===== config.mk =====
export PLATFORM = sky130hd
export DESIGN_NAME = keypress_decoder
export DESIGN_NICKNAME = d
export VERILOG_FILES = /design/src/rtl/keypress_decoder.sv
export SDC_FILE = /design/constraint.sdc
export NUM_CORES = 1
export LEC_CHECK = 0
export ABC_CLOCK_PERIOD_IN_PS = 4500
export BUFFER_PORTS_ARGS = -buffer_cell sky130_fd_sc_hd__buf_4
export CAP_MARGIN = 5
export CORE_MARGIN = 5
export CORE_UTILIZATION = 55
export CTS_CLUSTER_DIAMETER = 80
export DETAILED_ROUTE_END_ITERATION = 8
export PLACE_DENSITY = 0.7
export SYNTH_ARGS = -nofsm -noshare
export SYNTH_HDL_FRONTEND = slang
export SYNTH_SLANG_ARGS = --single-unit

===== constraint.sdc =====
create_clock -name clk_in -period 4.5 [get_ports clk_in]
set_clock_uncertainty 0.05 [all_clocks]
set_input_delay 0.9 -clock clk_in [delete_from_list [all_inputs] [get_ports clk_in]]
set_output_delay 0.9 -clock clk_in [all_outputs]
set_load 0.005 [all_outputs]

===== src/rtl/keypress_decoder.sv =====
// PS/2 scancode to character-code decoder with shift/caps tracking and FWFT output FIFO.
// Ports: clk_in/rst_in, byte_in+byte_valid_in in; char_out/char_valid_out/char_ready_in, overflow_out, shift_out, caps_out, count_out.
module keypress_decoder #(
  parameter int CHAR_WIDTH     = 16,
  parameter int FIFO_DEPTH     = 8,
  parameter int UPPER_OFFSET   = 64,
  parameter int TIMEOUT_CYCLES = 1_000_000
) (
  input  logic                          clk_in,
  input  logic                          rst_in,
  input  logic [7:0]                    byte_in,
  input  logic                          byte_valid_in,
  output logic [CHAR_WIDTH-1:0]         char_out,
  output logic                          char_valid_out,
  input  logic                          char_ready_in,
  output logic                          overflow_out,
  output logic                          shift_out,
  output logic                          caps_out,
  output logic [$clog2(FIFO_DEPTH):0]   count_out
);

  localparam int AW = $clog2(FIFO_DEPTH);
  localparam int TW = $clog2(TIMEOUT_CYCLES + 1);

  typedef enum logic [1:0] {
    S_IDLE, S_BREAK, S_EXT, S_EXT_BREAK
  } state_t;

  state_t          r_state;
  state_t          w_next;
  logic [TW-1:0]   r_tmo;
  logic            w_tmo_hit;
  logic            w_nmake;
  logic            w_nbrk;
  logic            w_xmake;

  logic            r_shift_l;
  logic            r_shift_r;
  logic            r_caps;
  logic            r_caps_held;

  logic            w_hit;
  logic [5:0]      w_code;
  logic            w_letter;
  logic [CHAR_WIDTH-1:0] w_char;

  logic            r_xl_valid;
  logic [CHAR_WIDTH-1:0] r_xl_char;

  logic [CHAR_WIDTH-1:0] r_mem [FIFO_DEPTH];
  logic [AW-1:0]   r_wr;
  logic [AW-1:0]   r_rd;
  logic [AW:0]     r_count;
  logic            r_ovf;
  logic            w_full;
  logic            w_pop;
  logic            w_push;
  logic            w_drop;

  // Prefix states give up after a long silence so a lost byte
  // cannot swallow the next real keystroke.
  assign w_tmo_hit = (r_state != S_IDLE) && !byte_valid_in &&
                     (r_tmo == TW'(TIMEOUT_CYCLES - 1));

  always_ff @(posedge clk_in) begin
    if (rst_in) r_state <= S_IDLE;
    else        r_state <= w_next;
  end

  always_ff @(posedge clk_in) begin
    if (rst_in || byte_valid_in || r_state == S_IDLE || w_tmo_hit)
      r_tmo <= '0;
    else
      r_tmo <= r_tmo + TW'(1);
  end

  always_comb begin
    w_next = r_state;
    if (byte_valid_in) begin
      unique case (r_state)
        S_IDLE: begin
          if (byte_in == 8'hF0)      w_next = S_BREAK;
          else if (byte_in == 8'hE0) w_next = S_EXT;
        end
        S_EXT: begin
          if (byte_in == 8'hF0) w_next = S_EXT_BREAK;
          else                  w_next = S_IDLE;
        end
        S_BREAK:     w_next = S_IDLE;
        S_EXT_BREAK: w_next = S_IDLE;
      endcase
    end else if (w_tmo_hit) begin
      w_next = S_IDLE;
    end
  end

  always_comb begin
    w_nmake = 1'b0;
    w_nbrk  = 1'b0;
    w_xmake = 1'b0;
    if (byte_valid_in) begin
      case (r_state)
        S_IDLE:  w_nmake = (byte_in != 8'hF0) && (byte_in != 8'hE0);
        S_EXT:   w_xmake = (byte_in != 8'hF0);
        S_BREAK: w_nbrk  = 1'b1;
        default: ;
      endcase
    end
  end

  always_ff @(posedge clk_in) begin
    if (rst_in) begin
      r_shift_l   <= 1'b0;
      r_shift_r   <= 1'b0;
      r_caps      <= 1'b0;
      r_caps_held <= 1'b0;
    end else if (w_nmake) begin
      if (byte_in == 8'h12) r_shift_l <= 1'b1;
      if (byte_in == 8'h59) r_shift_r <= 1'b1;
      if (byte_in == 8'h58) begin
        // Typematic repeats arrive while held; only the first press toggles.
        if (!r_caps_held) r_caps <= ~r_caps;
        r_caps_held <= 1'b1;
      end
    end else if (w_nbrk) begin
      if (byte_in == 8'h12) r_shift_l   <= 1'b0;
      if (byte_in == 8'h59) r_shift_r   <= 1'b0;
      if (byte_in == 8'h58) r_caps_held <= 1'b0;
    end
  end

  assign shift_out = r_shift_l | r_shift_r;
  assign caps_out  = r_caps;

  always_comb begin
    w_hit  = 1'b0;
    w_code = 6'd0;
    if (w_nmake) begin
      w_hit = 1'b1;
      case (byte_in)
        8'h1C: w_code = 6'd1;   8'h32: w_code = 6'd2;
        8'h21: w_code = 6'd3;   8'h23: w_code = 6'd4;
        8'h24: w_code = 6'd5;   8'h2B: w_code = 6'd6;
        8'h34: w_code = 6'd7;   8'h33: w_code = 6'd8;
        8'h43: w_code = 6'd9;   8'h3B: w_code = 6'd10;
        8'h42: w_code = 6'd11;  8'h4B: w_code = 6'd12;
        8'h3A: w_code = 6'd13;  8'h31: w_code = 6'd14;
        8'h44: w_code = 6'd15;  8'h4D: w_code = 6'd16;
        8'h15: w_code = 6'd17;  8'h2D: w_code = 6'd18;
        8'h1B: w_code = 6'd19;  8'h2C: w_code = 6'd20;
        8'h3C: w_code = 6'd21;  8'h2A: w_code = 6'd22;
        8'h1D: w_code = 6'd23;  8'h22: w_code = 6'd24;
        8'h35: w_code = 6'd25;  8'h1A: w_code = 6'd26;
        8'h16: w_code = 6'd35;  8'h1E: w_code = 6'd36;
        8'h26: w_code = 6'd37;  8'h25: w_code = 6'd38;
        8'h2E: w_code = 6'd39;  8'h36: w_code = 6'd40;
        8'h3D: w_code = 6'd41;  8'h3E: w_code = 6'd42;
        8'h46: w_code = 6'd43;  8'h45: w_code = 6'd44;
        8'h54: w_code = 6'd29;  8'h5B: w_code = 6'd30;
        8'h41: w_code = 6'd32;  8'h49: w_code = 6'd33;
        8'h4A: w_code = shift_out ? 6'd31 : 6'd47;
        8'h29: w_code = 6'd0;   8'h5A: w_code = 6'd48;
        8'h66: w_code = 6'd27;  8'h05: w_code = 6'd49;
        8'h06: w_code = 6'd50;
        default: w_hit = 1'b0;
      endcase
    end else if (w_xmake) begin
      if (byte_in == 8'h75) begin
        w_hit  = 1'b1;
        w_code = 6'd49;
      end else if (byte_in == 8'h72) begin
        w_hit  = 1'b1;
        w_code = 6'd50;
      end
    end
  end

  // Only letters occupy codes 1..26 in the table.
  assign w_letter = (w_code >= 6'd1) && (w_code <= 6'd26);

  always_comb begin
    w_char = CHAR_WIDTH'(w_code);
    if (w_letter && (shift_out ^ caps_out))
      w_char = CHAR_WIDTH'(w_code) + CHAR_WIDTH'(UPPER_OFFSET);
  end

  always_ff @(posedge clk_in) begin
    if (rst_in) begin
      r_xl_valid <= 1'b0;
      r_xl_char  <= '0;
    end else begin
      r_xl_valid <= w_hit;
      r_xl_char  <= w_char;
    end
  end

  assign w_full = (r_count == (AW+1)'(FIFO_DEPTH));
  assign w_pop  = (r_count != '0) && char_ready_in;
  assign w_push = r_xl_valid && (!w_full || w_pop);
  assign w_drop = r_xl_valid && w_full && !w_pop;

  always_ff @(posedge clk_in) begin
    if (rst_in) begin
      r_wr    <= '0;
      r_rd    <= '0;
      r_count <= '0;
      r_ovf   <= 1'b0;
    end else begin
      if (w_push) r_wr <= r_wr + AW'(1);
      if (w_pop)  r_rd <= r_rd + AW'(1);
      case ({w_push, w_pop})
        2'b10:   r_count <= r_count + (AW+1)'(1);
        2'b01:   r_count <= r_count - (AW+1)'(1);
        default: ;
      endcase
      r_ovf <= w_drop;
    end
  end

  always_ff @(posedge clk_in) begin
    if (w_push) r_mem[r_wr] <= r_xl_char;
  end

  assign char_out       = r_mem[r_rd];
  assign char_valid_out = (r_count != '0);
  assign count_out      = r_count;
  assign overflow_out   = r_ovf;

endmodule


* Word level (Yosys, flattened, before mapping)
Memories as Yosys holds them, arrays and structs flattened. A register that Yosys moved wholly into a read port is not among the register bits. Index checks and enable logic that the tools add are counted.
Operators by class: $mul 0, shift operators 0, bitwise gates (word level) 5, div/mod/pow operators 0, mux-type cells 41, order comparisons 2, add/subtract/negate cells 6, equal/unequal tests 63, reductions and logical operators 30
Operators by type and width (count):
- $pmux W6 S45 | 1
- $eq A8 B6 Y1 const B | 23
- $eq A8 B7 Y1 const B | 18
- $eq A8 B5 Y1 const B | 8
- $reduce_or A46 Y1 | 1
- $mux W6 | 6
- $mux W1 | 25
- $add A20 B1 Y20 const B | 1
- $eq A20 B20 Y1 const B | 1
- $eq A8 B3 Y1 const B | 2
- $eq A8 B8 Y1 const B | 2
- $ne A8 B8 Y1 const B | 2
- $mux W2 | 5
- $logic_and A1 B1 Y1 | 9
- $add A6 B7 Y8 const B | 1
- $pmux W4 S2 | 1
- $reduce_and A2 Y1 | 4
- $reduce_bool A2 Y1 | 4
- $add A3 B1 Y3 const B | 2
- $eq A2 B2 Y1 const B | 3
- $ge A6 B1 Y1 const B | 1
- $le A6 B5 Y1 const B | 1
- $mux W3 | 2
- $pmux W2 S3 | 1
- other kinds (14) | 23
Storage, ports and cells: latch bits 0, ROM bits 0, register bits 46, memories 1, input bits 12, bits in writable memories 64
Memory list:
- r_mem | depth 8, width 8, read ports 1, clocked after memory_dff 1, write ports 1, line 50 | logic [CHAR_WIDTH-1:0] r_mem [FIFO_DEPTH];

* Longest topological paths before layout
depth in word-level cells 10, gate-level depth with buffers 11, depth with buffers taken out 11

* Least setup slack after synthesis
No wires, ideal clock.
kind input to register, from in byte_in[6], to reg r_xl_char[6], setup slack 1747 ps, arrival 2582 ps, data required time 4328 ps, stages 8, cells stage by stage buf_6 > or4b_4 > or3_1 > a22o_1 > o221ai_1 > o32ai_1 > o21a_1 > o311a_1
Between the ends: cells in the longest elaborated chain, start to end 10
RTL lines:
- start: declaration | line 11 | input logic [7:0] byte_in,
- branches (longest 4 deep; another with $pmux W6 S45)
- $mux W6 (*) | line 138 | if (w_nmake) begin
- $ge A6 B1 Y1 / $le A6 B5 Y1 (equally long branches) | line 179 | assign w_letter = (w_code >= 6'd1) && (w_code <= 6'd26);
- $logic_and A1 B1 Y1 | line 179
- $logic_and A1 B1 Y1 | line 183 | if (w_letter && (shift_out ^ caps_out))
- $not A1 Y1 (no source line)
- $reduce_or A2 Y1 (no source line)
- end signal: assignment | line 193 | r_xl_char <= w_char;
- end: declaration | line 48 | logic [CHAR_WIDTH-1:0] r_xl_char;
Every way passes the cells marked *. A chain may end at the register's enable or synchronous reset.

==> flow_summary.json <==
{
  "status": "complete, no violations",
  "cts_buffers": 9,
  "port_buffers": 26,
  "crit_path_start_kind": "register",
  "die_x_um": 108,
  "cts_resized": 0,
  "switching_power_mw": 0.423,
  "critPathArrivalTime_ns": 2.36,
  "drtIter0Drc": 297,
  "insertion_delay_ns": 0.36,
  "r2r-start": "count_out[0]$_SDFFE_PP0P_",
  "slew_headroom": 0.360,
  "synth.cell_area_um2": 5310,
  "fin_nets": 512,
  "r2r_slack_ns": 1.90,
  "area.growth.synth_to_final_pct": 7.19,
  "worst_r2r_endpoint": "count_out[3]$_SDFFE_PP0P_",
  "grt_first_pass_wirelength_um": 18500,
  "cts_setup_buffers": 0,
  "synth_area_per_cell_um2": 11.0,
  "ys_types": 71,
  "synth_top_family_by_area": "simple AND/OR/NAND/NOR gates",
  "synth_fa_ha_area_frac": 0.0179,
  "cts_max_level": 3,
  "holdPathStages": 1,
  "cts_sinks": 104,
  "clock.fmax_ghz": 0.302,
  "finalSetupTns_ns": 0,
  "vias": 3733,
  "powerDensity_nw_per_um2": 307,
  "netlist_instances": 481,
  "antenna_cells": 0,
  "drt-total-wl_um": 11300,
  "core_area_um2": 9330,
  "synth_compound_area_frac": 0.102,
  "synth_top_area_frac": 0.317,
  "critPathCaptureType": "output pin",
  "fin_crit_sh": 0.737,
  "setup_violations": 0,
  "seq_power_share": 0.579,
  "via_per_inst": 5.95,
  "synthXorXnorAreaFrac": 0.0413,
  "p_sw_frac": 0.242,
  "dp_hpwl_um": 7730,
  "hold_viol": 0,
  "post-place-ws_ns": 1.21,
  "ant_nets": 0,
  "io_pins": 36,
  "required_ns": 3.55,
  "maxCapViolCount": 0,
  "ir_worst_vdd_mv": 0.172,
  "die_y_um": 108,
  "dieArea_um2": 11700,
  "drive_above_1_share": 0.149,
  "p_int_mw": 1.33,
  "ys_seq_area_frac": 0.498,
  "tightest_slew_ns": 0.959,
  "power.leakage_nw": 1.92,
  "cts_buffer_depth": 2,
  "finalWorstSetupSlack_ns": 1.19,
  "grt-ovfl-total": 0,
  "gp_congestion": 0.901,
  "synth_ff_type": "edfxtp_1",
  "slew_viol_final": 0,
  "start_util": 0.569,
  "p_clk_frac": 0.330,
  "antenna_found_initial": 0,
  "cts_tree": "built",
  "row_count": 35,
  "ys_seq_elements": 104,
  "grt_max_degree": 30,
  "path_clk_slew_ns": 0.10,
  "muxShareOfSynthArea": 0.0802,
  "grt_pass1_vias": 3633,
  "min_period_ns": 3.31,
  "drt-wirelength-per-cell_um": 18.0,
  "ys_warn_count": 0,
  "yosysTopAreaCell": "edfxtp_1",
  "hold_class": "register to register",
  "grtUsageTotal": 0.204,
  "drt_first_pass_iters": 5,
  "cp_max_fo": 14,
  "synthArstFlopShare": 0,
  "synth-simple-area-share": 0.207,
  "route.detailed.drc": 0,
  "ys_top_cells_by_area": "edfxtp_1 (32%), dfxtp_1 (18%), mux4_2 (5.9%)",
  "synth_edf_count": 56,
  "rsz0062_at_grt": "false",
  "p_comb_frac": 0.091,
  "cp-endpoint": "char_out[6]",
  "setup.worst_path.class": "register to output pin",
  "hold_buffers": 0,
  "finish.utilization": 0.610,
  "cts_root_buffer": "clkbuf_8",
  "rr_worst_depth": 11
}
[cells by family (layout without fill, tap and decap cells)]
kind of cell             Yosys count  count (layout)
buffers and inverters             50              59
other                              1               9
adder cells (fa/ha/maj)            7               7
AO/OA/AOI/OAI                     78              78
multiplexers                      24              24
XOR/XNOR                          25              25
flip-flops                       104             104
AND/OR/NAND/NOR                  192             192
[placed cells by master (no fill, tap or decap), drive strengths merged, types with 7 or more instances in the layout]
master and n:
xnor2 9, nand2 28, edfxtp 56, nor4b 9, nand3b 8, and3 7
clkbuf 12, o21ai 12, nand3 18, mux2 8, nand2b 12, buf 29
conb 9, nor3 10, inv 18, a21oi 20, nor2 58, xor2 16
mux4 14, dfxtp 48
[per-layer routing]
layer,part of all wire,vias up,global-route usage,routed length (µm)
met5,0,-,0,0
met4,0.031,0,0.0866,349
met3,0.068,25,0.0454,765
met2,0.46,146,0.310,5160
met1,0.44,1774,0.282,4990
li1,-,1788,-,-
[stage by stage]
stage | total power, mW | std cells | hold WS (ns) | instance area [µm²]
floorplan | 1.15 | 489 | 0.380 | 5340
global placement | 1.19 | 611 | 0.393 | 5490
detailed placement | 1.19 | 611 | 0.401 | 5490
CTS | 1.77 | 627 | 0.425 | 5690
global route | 1.83 | 627 | 0.468 | 5690
finish | 1.75 | 627 | 0.419 | 5690
[area by class of cell]
cell class | instances | area [µm²]
Clock buffer | 12 | 166
Clock inverter | 4 | 32.5
Fill cell | 768 | 3640
Inverter | 14 | 52.6
Multi-Input combinational cell | 335 | 2410
Sequential cell | 104 | 2640
Tap cell | 129 | 161
Timing Repair Buffer | 29 | 218
[power groups by stage]
stage	combinational, mW	clock, mW	sequential, mW
after CTS	0.157	0.597	1.01
final	0.159	0.577	1.01
after global routing	0.175	0.635	1.02
after detailed placement	0.157	0	1.04
after global placement	0.155	0	1.03
after floorplan	0.129	0	1.03
[Yosys cell counts, drive strengths merged (7+ instances only)]
master and n:
a21oi 20, and3 7, buf 28, clkbuf 8, dfxtp 48, edfxtp 56, inv 14, mux2 8
mux4 14, nand2 28, nand2b 12, nand3 18, nand3b 8, nor2 58, nor3 10, nor4b 9
o21ai 12, xnor2 9, xor2 16
[worst min-delay path by stage]
stage | start | to | slack (ns)
3_5_place_dp | r_tmo[0]$_SDFF_PP0_ | r_tmo[0]$_SDFF_PP0_ | 0.40
3_3_place_gp | r_tmo[0]$_SDFF_PP0_ | r_tmo[0]$_SDFF_PP0_ | 0.39
4_1_cts | r_tmo[0]$_SDFF_PP0_ | r_tmo[0]$_SDFF_PP0_ | 0.42
5_1_grt | r_shift_l$_SDFFE_PP0P_ | r_shift_l$_SDFFE_PP0P_ | 0.47
2_1_floorplan | r_tmo[0]$_SDFF_PP0_ | r_tmo[0]$_SDFF_PP0_ | 0.38
6_report | r_tmo[0]$_SDFF_PP0_ | r_tmo[0]$_SDFF_PP0_ | 0.42
[registers in the layout, indices dropped and copies added (netlist names), named ones only]
signal and count:
caps_out 1, r_tmo 20, r_wr 3, r_xl_valid 1, r_shift_r 1, count_out 4, r_rd 3, r_state 2
r_caps_held 1, r_shift_l 1, r_mem 56, overflow_out 1, r_xl_char 7
[worst max-delay path: stages, from the launching register on]
cell and delay, ns:
dfxtp_1 0.96, mux4_2 0.61, mux2_2 0.29, buf_4 0.14
No activity file was read; power rests on OpenSTA's default activity.
